File: src/rtl/uart_rx_fifo.sv
// uart_rx_fifo
// Receive-side byte buffer placed right after the UART receiver. Each rising
// edge of the receiver's data-ready strobe captures one word into a circular
// buffer. The head word is offered first-word-fall-through over valid/ready.
// Occupancy flags and a sticky overflow flag are decoded from registered state.

module uart_rx_fifo #(
    parameter int DATA_BITS = 8,
    parameter int DEPTH     = 16
) (
    input  logic                       sysclk_in,
    input  logic                       nrst_in,
    input  logic                       wr_pulse_in,
    input  logic [DATA_BITS-1:0]       wr_data_in,
    output logic                       rd_valid_out,
    output logic [DATA_BITS-1:0]       rd_data_out,
    input  logic                       rd_ready_in,
    output logic [$clog2(DEPTH):0]     count_out,
    output logic                       empty_out,
    output logic                       full_out,
    output logic                       overflow_out,
    input  logic                       ovf_clr_in
);

    localparam int PTR_W = $clog2(DEPTH);
    localparam int CNT_W = $clog2(DEPTH) + 1;

    localparam logic [CNT_W-1:0] CNT_ZERO = {CNT_W{1'b0}};
    localparam logic [CNT_W-1:0] CNT_FULL = CNT_W'(DEPTH);
    localparam logic [CNT_W-1:0] CNT_ONE  = CNT_W'(1);
    localparam logic [PTR_W-1:0] PTR_ONE  = PTR_W'(1);

    logic [DATA_BITS-1:0] mem_r [DEPTH];
    logic                 wr_pulse_q_r;
    logic                 armed_r;
    logic [PTR_W-1:0]     wr_ptr_r;
    logic [PTR_W-1:0]     rd_ptr_r;
    logic [CNT_W-1:0]     count_r;
    logic                 overflow_r;

    logic                 push_s;
    logic                 pop_s;
    logic                 empty_s;
    logic                 full_s;
    logic                 accept_s;
    logic                 drop_s;

    // Decode the handshake and occupancy conditions from registered state.
    // armed_r stays low after reset until the strobe has been seen low once,
    // so a strobe that was already high when reset released is not a rise.
    always_comb begin
        empty_s  = (count_r == CNT_ZERO);
        full_s   = (count_r == CNT_FULL);
        push_s   = wr_pulse_in & ~wr_pulse_q_r & armed_r;
        pop_s    = ~empty_s & rd_ready_in;
        // A pop in the same edge frees the slot, so a push at full still fits.
        accept_s = push_s & (~full_s | pop_s);
        drop_s   = push_s & full_s & ~pop_s;
    end

    // Strobe edge detector and its post-reset arming flag.
    always_ff @(posedge sysclk_in or negedge nrst_in) begin
        if (!nrst_in) begin
            wr_pulse_q_r <= 1'b0;
            armed_r      <= 1'b0;
        end else begin
            wr_pulse_q_r <= wr_pulse_in;
            armed_r      <= armed_r | ~wr_pulse_in;
        end
    end

    // Storage array; contents are don't-care until written, so no reset.
    always_ff @(posedge sysclk_in) begin
        if (accept_s) begin
            mem_r[wr_ptr_r] <= wr_data_in;
        end else begin
            mem_r[wr_ptr_r] <= mem_r[wr_ptr_r];
        end
    end

    // Pointer and occupancy bookkeeping; pointers wrap naturally at DEPTH.
    always_ff @(posedge sysclk_in or negedge nrst_in) begin
        if (!nrst_in) begin
            wr_ptr_r <= {PTR_W{1'b0}};
            rd_ptr_r <= {PTR_W{1'b0}};
            count_r  <= CNT_ZERO;
        end else begin
            if (accept_s) begin
                wr_ptr_r <= wr_ptr_r + PTR_ONE;
            end else begin
                wr_ptr_r <= wr_ptr_r;
            end
            if (pop_s) begin
                rd_ptr_r <= rd_ptr_r + PTR_ONE;
            end else begin
                rd_ptr_r <= rd_ptr_r;
            end
            case ({accept_s, pop_s})
                2'b10:   count_r <= count_r + CNT_ONE;
                2'b01:   count_r <= count_r - CNT_ONE;
                default: count_r <= count_r;
            endcase
        end
    end

    // Sticky overflow flag; a drop in the same edge as a clear keeps it set.
    always_ff @(posedge sysclk_in or negedge nrst_in) begin
        if (!nrst_in) begin
            overflow_r <= 1'b0;
        end else if (drop_s) begin
            overflow_r <= 1'b1;
        end else if (ovf_clr_in) begin
            overflow_r <= 1'b0;
        end else begin
            overflow_r <= overflow_r;
        end
    end

    // Output decode: flags from the count register, head word gated by valid.
    always_comb begin
        empty_out    = empty_s;
        full_out     = full_s;
        rd_valid_out = ~empty_s;
        count_out    = count_r;
        overflow_out = overflow_r;
        if (!empty_s) begin
            rd_data_out = mem_r[rd_ptr_r];
        end else begin
            rd_data_out = {DATA_BITS{1'b0}};
        end
    end

endmodule

File: config.mk
export PLATFORM = sky130hd
export DESIGN_NAME = uart_rx_fifo
export DESIGN_NICKNAME = d
export VERILOG_FILES = /design/src/rtl/uart_rx_fifo.sv
export SDC_FILE = /design/constraint.sdc
export NUM_CORES = 1
export LEC_CHECK = 0
export BUFFER_PORTS_ARGS = -buffer_cell sky130_fd_sc_hd__buf_2
export CAP_MARGIN = 20
export CELL_PAD_IN_SITES_DETAIL_PLACEMENT = 1
export CELL_PAD_IN_SITES_GLOBAL_PLACEMENT = 1
export CORE_ASPECT_RATIO = 0.7
export CORE_MARGIN = 2
export CORE_UTILIZATION = 53
export DETAILED_ROUTE_END_ITERATION = 12
export PLACE_DENSITY = 0.86
export SLEW_MARGIN = 0
export SYNTH_ARGS = -nofsm -noshare
export SYNTH_HDL_FRONTEND = slang
export SYNTH_SLANG_ARGS = --single-unit
File: constraint.sdc
create_clock -name sysclk_in -period 3.1 [get_ports sysclk_in]
set_input_delay 0 -clock sysclk_in [delete_from_list [all_inputs] [get_ports sysclk_in]]
set_output_delay 0 -clock sysclk_in [all_outputs]
set_load 0.02 [all_outputs]
=== Word level (Yosys, flattened, before mapping) ===
Memories as Yosys holds them, arrays and structs flattened.
Cells that the tools add are included.

* Memories kept: 1
* Bits in latches: 0
* ROM bits: 0
* Bits in writable memories: 128
* Output and inout bits: 17
* Flip-flop bits (word level): 16
* Input port bits: 13

{| class="wikitable"
|+ Memories
! name !! depth !! width !! read ports !! clocked after Yosys merged registers in !! write ports !! RTL line !! RTL
|-
| mem_r || 16 || 8 || 1 || 0 || 1 || 33 || <nowiki>logic [DATA_BITS-1:0] mem_r [DEPTH];</nowiki>
|}

* Magnitude comparators: 0
* Add/subtract/negate cells: 4
* Divide/modulo/power cells: 0
* Reductions and logical operators: 4
* Bitwise operators: 14
* Multiplexer cells: 8
* Shifts and indexed selects: 0
* Equal/unequal tests: 4
* $mul: 0

{| class="wikitable"
|+ Operators with widths
! operator !! count
|-
| $mux 8 || 2
|-
| $pmux 5 s2 || 1
|-
| $add 4x1->4 const B || 2
|-
| $and 1x1->1 || 6
|-
| $add 5x1->5 const B || 1
|-
| $eq 5x5->1 const B || 1
|-
| $logic_not 5->1 || 1
|-
| $mux 1 || 5
|-
| $not 1->1 || 5
|-
| $sub 5x1->5 const B || 1
|-
| $reduce_bool 2->1 || 2
|-
| $or 1x1->1 || 3
|-
| $eq 2x1->1 const B || 1
|-
| $eq 2x2->1 const B || 1
|-
| $reduce_and 2->1 || 1
|-
| $ne 0x0->1 || 1
|}

=== Logic depth before layout (Yosys ltp) ===
Gate-level depths: netlist of run 1.

* Word-level depth: 8
* Mapped depth: 9

=== Worst setup path before layout of run 1 ===
Ideal clock, no wire load.

* Kind: flip-flop to flip-flop
* Start point: register count_r[1], in the netlist count_out[1]
* End point: register count_r[4], in the netlist count_out[4]
* Arrival time: 2295 ps
* Buffers on the path: 0
* Slack: 673 ps
* Clock period less this slack: 2427 ps
* Required time: 2968 ps
* Cell stages (with the launch flop): 10
* Setup time: 132 ps
* Path through: dfrtp_1 nor4_4 a21oi_1 nand2_1 inv_1 ha_1 nand2b_1 a21oi_1 mux2i_1 o211ai_1

* Cells in the longest elaborated chain, start to end: 7

{| class="wikitable"
|+ RTL lines
! element !! RTL line !! RTL
|-
| start, declared || 38 || <nowiki>logic [CNT_W-1:0] count_r;</nowiki>
|-
| start signal, assigned || 99 || <nowiki>2'b10: count_r <= count_r + CNT_ONE;</nowiki>
|-
| start signal, assigned || 100 || <nowiki>2'b01: count_r <= count_r - CNT_ONE;</nowiki>
|-
| start signal, assigned || 101 || <nowiki>default: count_r <= count_r;</nowiki>
|-
| $logic_not 5->1 || 52 || <nowiki>empty_s = (count_r == CNT_ZERO);</nowiki>
|-
| $not 1->1 || 55 || <nowiki>pop_s = ~empty_s & rd_ready_in;</nowiki>
|-
| $and 1x1->1 || 55 ||
|-
| $or 1x1->1 || 57 || <nowiki>accept_s = push_s & (~full_s | pop_s);</nowiki>
|-
| $and 1x1->1 || 57 ||
|-
| $eq 2x1->1 or $eq 2x2->1 (tied branches) || 98 || <nowiki>case ({accept_s, pop_s})</nowiki>
|-
| $pmux 5 s2 or $reduce_bool 2->1 (tied branches) || n/a ||
|}

Several ways; a longest one is shown, not always the timed one.
A chain may end at the register's enable or synchronous reset.

=== Final worst setup path of run 1 ===
Same ends and word-level chain as after synthesis.

==> results.json, run 1 <==
{
  "outcome": "complete, no violations",
  "clk-insertion-delay-late_ns": 0.42,
  "max_slew.worst_pin.slew_ns": 0.7983,
  "r2r_start": "count_out[1]$_DFFE_PN0P_",
  "worst_ep_required_time_ns": 3.39,
  "dp_worst_setup_slack_ns": 0.4194,
  "r2r_setup_slk_ns": 0.43,
  "met1_usage_pct": 29.10,
  "drc": 0,
  "setup.worst_path.start_class": "flop",
  "timing.critical_path.arrival_ns": 2.96,
  "worstPathCellList": "nor4_4, a21oi_1, nand2_1, inv_1, ha_1, nand2b_1, a21oi_1, mux2i_1, o211ai_1",
  "row_count": 32,
  "initial_utilization_pct": 54.41,
  "tritoncts": "done",
  "layout_worst_path_cycle_share_pct": 86.14,
  "worst_hold_slack_ns": 0.02613,
  "cts_resized": 0,
  "ys_seq_area_share_pct": 70.84,
  "most_common_cell_after_layout_fill_and_taps_aside": "edfxtp_1",
  "slew_violations": 0,
  "ctsHtreeMaxLevel": 4,
  "final_design_area_no_fill_um2": 7033,
  "die_w_um": 131.1,
  "critical_path_depth": 9,
  "globalRouteMet3Util_pct": 6.181,
  "vias": 3007,
  "r2r.worst_path.cells": 9,
  "design.portCount": 30,
  "critical_path.reg2reg.endpoint": "count_out[4]$_DFFE_PN0P_",
  "rsz0062_at_grt": "false",
  "finalHoldViolations": 0,
  "final_cell_mix": "edfxtp_1, buf_2, mux4_2",
  "critical_path.endpoint": "count_out[4]$_DFFE_PN0P_",
  "global_route.usage.total_pct": 22.31,
  "grt_overflow": 0,
  "first_global_vias": 3268,
  "grt_antenna_before_repair": 0,
  "crit_slowest_cell": "nor4_4",
  "slowest_delay_ns": 0.54,
  "synthesis.area_um2": 5991,
  "place.detailed.hpwl_mm": 7.805,
  "netlist.top_cell.by_area": "edfxtp_1",
  "antenna_diode_count": 0,
  "placedInstanceArea_um2": 6301,
  "netlist-cell-type-count": 41,
  "final.setup_skew_ns": 0.01150,
  "root_buffer": "clkbuf_16",
  "ys_top_cells_by_area": "edfxtp_1, mux4_2, dfrtp_1, mux4_1, mux2i_1",
  "detail_route.first_pass.iterations": 4,
  "syn_area_per_cell_um2": 19.45,
  "setup-tns-final_ns": 0,
  "period_needed_ns": 2.670,
  "maxCapViolCount": 0,
  "worst_hold_path_type": "input pin to asynchronous set/reset pin",
  "worst_ir_drop_vdd_uv": 489.5,
  "use_met2_pct": 36.27,
  "postSynthRegisterBits": 144,
  "fmaxAchievable_ghz": 0.3745,
  "static-leakage-power_nw": 2.502,
  "synthesis.yosys.warnings": 0,
  "crit_path_max_fanout": 7,
  "finalSetupViolCount": 0,
  "die_area_um2": 12180,
  "crit_family": "simple AND/OR/NAND/NOR gates",
  "cts_num_sinks": 144,
  "io_buffer_count": 29,
  "busiest_layer": "met2",
  "crit_start": "count_out[1]$_DFFE_PN0P_",
  "grt_first_pass_wirelength_mm": 18.84,
  "initialDrtViolationCount": 178,
  "max-slew-margin-rel_pct": 46.78,
  "fp.dieH_um": 92.95,
  "antenna_violating_nets_post_route": 0,
  "critical-path-top-cell-by-count": "a21oi_1",
  "mappedNetlistNets": 330,
  "syn-instance-count": 308,
  "path_buf_inv": 1,
  "detailed_route_wire_length_mm": 12.16,
  "vias_per_instance": 5.663,
  "crit_path_end_kind": "flop",
  "clock_path_buffers": 2,
  "netlist.area_leader.share_pct": 64.16,
  "floorplan.core_area_um2": 11010,
  "power_density_nw_per_um2": 932.1,
  "cts_made_buffers": 17,
  "postLayoutSetupSlackWorst_ns": 0.4295,
  "grt_start_max_net_pins": 25,
  "wl_per_cell_um": 22.90,
  "path_clk_slew_ns": 0.06,
  "final_layout_size_suffix_gt1_share_pct": 29.37,
  "syn2layout_area_growth_pct": 17.40,
  "place_congestion": 0.8248,
  "fin_nets": 387,
  "critical_path_class": "flop to flop",
  "postCtsSetupRepairBufs": 0
}
## cells by family (layout without fill, tap and decap cells)
group,count (synthesis),count (layout),synth area share (%)
AOI/OAI and AO/OA,25,25,2.611
xor gates and xnor gates,9,9,1.316
adders and majority gates,9,9,2.005
buffers and inverters,26,96,2.443
DFF,144,144,70.84
muxes,55,55,16.79
and+or+nand+nor,40,40,3.989
## cells in the mapped netlist (all sizes together)
cell type	count
nor4	2
edfxtp	128
and3b	3
buf	10
o22ai	1
nand4	2
o21ai	9
nor3b	1
mux4	32
nor2	6
o2bb2ai	1
nor3	1
a31oi	1
nand3b	1
xnor2	8
o211ai	1
dfrtp	16
nand2b	2
nand3	2
and2	12
a21oi	11
nand2	8
inv	14
a21o	1
mux2i	12
xor2	1
fa	1
mux2	11
ha	8
clkbuf	2
## how the worst min path moves through the flow
stage	startpoint	endpoint	slack, ns	depth (start not counted)
floorplan	nrst_in	armed_r$_DFF_PN0_	-0.30	0
global placement	nrst_in	count_out[0]$_DFFE_PN0P_	-0.06	1
detailed placement	nrst_in	count_out[1]$_DFFE_PN0P_	-0.06	1
CTS	nrst_in	count_out[1]$_DFFE_PN0P_	0.01	2
global route	nrst_in	count_out[1]$_DFFE_PN0P_	0.05	2
finish	nrst_in	count_out[1]$_DFFE_PN0P_	0.03	2
## through the flow
| stage | util, % | cells | power [mW] |
|---|---|---|---|
| 2_1_floorplan | - | 308 | 3.976 |
| 3_3_place_gp | 57.23 | 487 | 4.395 |
| 3_5_place_dp | 57.23 | 487 | 4.506 |
| 4_1_cts | 63.88 | 531 | 6.626 |
| 5_1_grt | 63.88 | 531 | 6.853 |
| 6_report | 63.88 | 531 | 6.556 |
## power by group
part	internal (mW)	switching (mW)	leakage, nW	total [mW]
clock network	1.23	0.870	0.297	2.10
registers	2.29	0.219	1.34	2.51
logic	0.915	1.03	0.864	1.95
total	4.43	2.12	2.50	6.56
## worst register-to-register path: stages, from the launching register on
cell      delay (ns)
dfrtp_1         0.44
nor4_4          0.54
a21oi_1         0.26
nand2_1         0.16
inv_1           0.09
ha_1            0.34
nand2b_1        0.08
a21oi_1         0.28
mux2i_1         0.24
o211ai_1        0.11
## what timing repair did
item,CTS,global route
setup endpoints to repair,0,0
hold buffers,12,0
hold endpoints to repair,147,0
## final cells by class
type | instances | area (µm²)
well taps | 153 | 191.4
multi-input cells | 138 | 1600
flip-flops and latches | 144 | 4244
clock inverters | 15 | 186.4
clock buffers | 17 | 425.4
repair buffers | 50 | 332.8
inverters | 14 | 52.55
fillers | 949 | 3978
## layer usage
metal	part of all wire, %	up-vias	wire, µm
li1	-	1342	-
met4	1.2	0	144
met2	51	95	6153
met3	6.1	13	739
met5	0	-	0
met1	42	1557	5125
## state kept, by name, summed over array words and instances (netlist names)
name and count:
count_out 5, overflow_out 1, wr_ptr_r 4, mem_r 128, armed_r 1, rd_ptr_r 4, wr_pulse_q_r 1
Note: power is estimated with default switching activity, not from simulation.
==> run 2, diff against run 1 <==
- CORE_UTILIZATION: 53 -> 26
- GPL_ROUTABILITY_DRIVEN: unset -> 0
- PLACE_DENSITY: 0.86 -> 0.52
==> run 2 against run 1 <==
Final area is 2.8% higher. Setup slack got worse by 0.079 ns. First-iteration DRC count shrank 13%. Total power increased by 0.70%. Critical path type unchanged. Utilization is 32 points lower. Largest power group unchanged. Clock skew is 0.0011 ns lower. Sequential power is 2% lower. Fmax is 2.9% lower. Non-clock buffer count fell by 1. Die area rose by 99%. Hold slack got worse by 0.0044 ns. Sequential share of layout area shrank 1.7 points.
==> results.json, run 2 (same netlist as run 1, synthesis figures left out) <==
{
  "place.detailed.hpwl_mm": 8.421,
  "worst_ep_required_time_ns": 3.40,
  "path_clk_slew_ns": 0.06,
  "setup.worst_path.start_class": "flop",
  "most_common_cell_after_layout_fill_and_taps_aside": "edfxtp_1",
  "layout_worst_path_cycle_share_pct": 88.70,
  "path_buf_inv": 1,
  "timing.critical_path.arrival_ns": 3.05,
  "largest_register_ffs": 128,
  "period_needed_ns": 2.750,
  "r2r.worst_path.cells": 9,
  "critical_path.endpoint": "count_out[4]$_DFFE_PN0P_",
  "root_buffer": "clkbuf_16",
  "power_switching_share_pct": 32.00,
  "setup-tns-final_ns": 0,
  "cts_num_sinks": 144,
  "clock_power_share_pct": 32.0,
  "worst_ir_drop_vdd_uv": 433.9,
  "postCtsSetupRepairBufs": 0,
  "finalSetupViolCount": 0,
  "r2r_start": "count_out[1]$_DFFE_PN0P_",
  "crit_start": "count_out[1]$_DFFE_PN0P_",
  "internal_power_mw": 4.489,
  "power_switching_mw": 2.113,
  "floorplan.core_area_um2": 22620,
  "register_area_um2": 4244,
  "antenna_violating_nets_post_route": 0,
  "detailed_route_wire_length_mm": 13.22,
  "multi_input_area_um2": 1600,
  "cts_resized": 0,
  "rsz0062_at_grt": "false",
  "totalPowerFinal_mw": 6.602,
  "final.setup_skew_ns": 0.01037,
  "clock_path_buffers": 2,
  "worst_hold_path_type": "input pin to asynchronous set/reset pin",
  "final_cell_mix": "edfxtp_1, buf_2, mux4_2",
  "first_global_vias": 3275,
  "critical_path_class": "flop to flop",
  "io_buffer_count": 29,
  "critical_path_depth": 9,
  "syn2layout_area_growth_pct": 20.72,
  "fin_cells": 689,
  "grt_antenna_before_repair": 0,
  "die_area_um2": 24290,
  "final_layout_size_suffix_gt1_share_pct": 28.91,
  "finalHoldViolations": 0,
  "grt_overflow": 0,
  "wl_per_cell_um": 19.18,
  "max_slew.worst_pin.slew_ns": 0.7351,
  "drc": 0,
  "grt_first_pass_wirelength_mm": 20.11,
  "r2r_setup_slk_ns": 0.35,
  "detail_route.first_pass.iterations": 4,
  "worstPathCellList": "nor4_4, a21oi_1, nand2_1, inv_1, ha_1, nand2b_1, a21oi_1, mux2i_1, o211ai_1",
  "dp_worst_setup_slack_ns": 0.3549,
  "static-leakage-power_nw": 2.501,
  "fp.dieH_um": 131,
  "tritoncts": "done",
  "clk-insertion-delay-late_ns": 0.42,
  "crit_path_end_kind": "flop",
  "antenna_diode_count": 0,
  "top_reg_by_flops": "mem_r",
  "vias_per_instance": 4.302,
  "fmaxAchievable_ghz": 0.3637,
  "postLayoutSetupSlackWorst_ns": 0.3502,
  "die_w_um": 185.4,
  "slew_violations": 0,
  "ctsHtreeMaxLevel": 4,
  "crit_path_max_fanout": 7,
  "grt_start_max_net_pins": 25,
  "global_route.usage.total_pct": 11.93,
  "fin_nets": 386,
  "power_density_nw_per_um2": 912.9,
  "num-fill-cells": 2324,
  "initialDrtViolationCount": 155,
  "initial_utilization_pct": 26.49,
  "outcome": "complete, no violations",
  "comb_power_share_pct": 30.6,
  "vias": 2964,
  "maxCapViolCount": 0,
  "critical_path.reg2reg.endpoint": "count_out[4]$_DFFE_PN0P_",
  "cts_made_buffers": 17,
  "critical-path-top-cell-by-count": "a21oi_1",
  "post-place-cells": 645,
  "max-slew-margin-rel_pct": 50.99,
  "crit_slowest_cell": "nor4_4",
  "row_count": 46,
  "slowest_delay_ns": 0.55,
  "crit_family": "simple AND/OR/NAND/NOR gates",
  "holdBufCountCts": 12,
  "design.portCount": 30,
  "sequentialPowerShare_pct": 37.5
}
## run 2: changes by cell type in the layout (fill, tap and decap cells not counted), sizes merged
cell	delta
clkinvlp	-1
clkinv	+4
buf	-1
bufinv	+1
clkbuf	+1
inv	-5
## run 2: how the worst min path moves through the flow
stage	startpoint	to	slack, ns	cells after the start
after floorplan	nrst_in	armed_r$_DFF_PN0_	-0.30	0
after detailed placement	nrst_in	count_out[0]$_DFFE_PN0P_	-0.05	1
final	nrst_in	count_out[1]$_DFFE_PN0P_	0.02	2
after global routing	rd_ready_in	count_out[4]$_DFFE_PN0P_	0.04	4
after global placement	nrst_in	count_out[0]$_DFFE_PN0P_	-0.06	1
after CTS	nrst_in	count_out[1]$_DFFE_PN0P_	0.01	2
## run 2: final cells by class
cell class	count	share of cell area, %
repair buffers	49	4.671
multi-input cells	138	22.13
flip-flops and latches	144	58.69
well taps	312	5.398
clock inverters	14	2.457
clock buffers	18	5.934
inverters	14	0.7266
## run 2: per-stage QoR
stage | hold WS, ns | util (%) | cell area, µm²
finish | 0.02174 | 31.97 | 7232
global route | 0.03630 | 31.97 | 7232
CTS | 0.01224 | 31.97 | 7232
detailed placement | -0.04830 | 28.76 | 6505
global placement | -0.05622 | 28.76 | 6505
floorplan | -0.2956 | - | 5991
## run 2: worst register-to-register path, cell delays in order, from the launching register on
cell and delay (ns):
dfrtp_1 0.44, nor4_4 0.55, a21oi_1 0.29, nand2_1 0.18
inv_1 0.09, ha_1 0.33, nand2b_1 0.07, a21oi_1 0.32
mux2i_1 0.25, o211ai_1 0.10
## run 2: layer usage
layer / GRT usage (%) / up-vias / routed length (µm)
met5: 0 / - / 0
met4: 4.902 / 0 / 207
met3: 3.243 / 13 / 578
met2: 18.44 / 56 / 5985
met1: 15.99 / 1552 / 6444
li1: - / 1343 / -
## run 2: power by group through the flow
stage / sequential (mW) / combinational [mW] / clock [mW]
2_1_floorplan: 2.47 / 1.51 / 0
4_1_cts: 2.47 / 2.08 / 2.17
5_1_grt: 2.50 / 2.21 / 2.24
6_report: 2.47 / 2.02 / 2.11
3_3_place_gp: 2.49 / 2.03 / 0
3_5_place_dp: 2.51 / 2.06 / 0
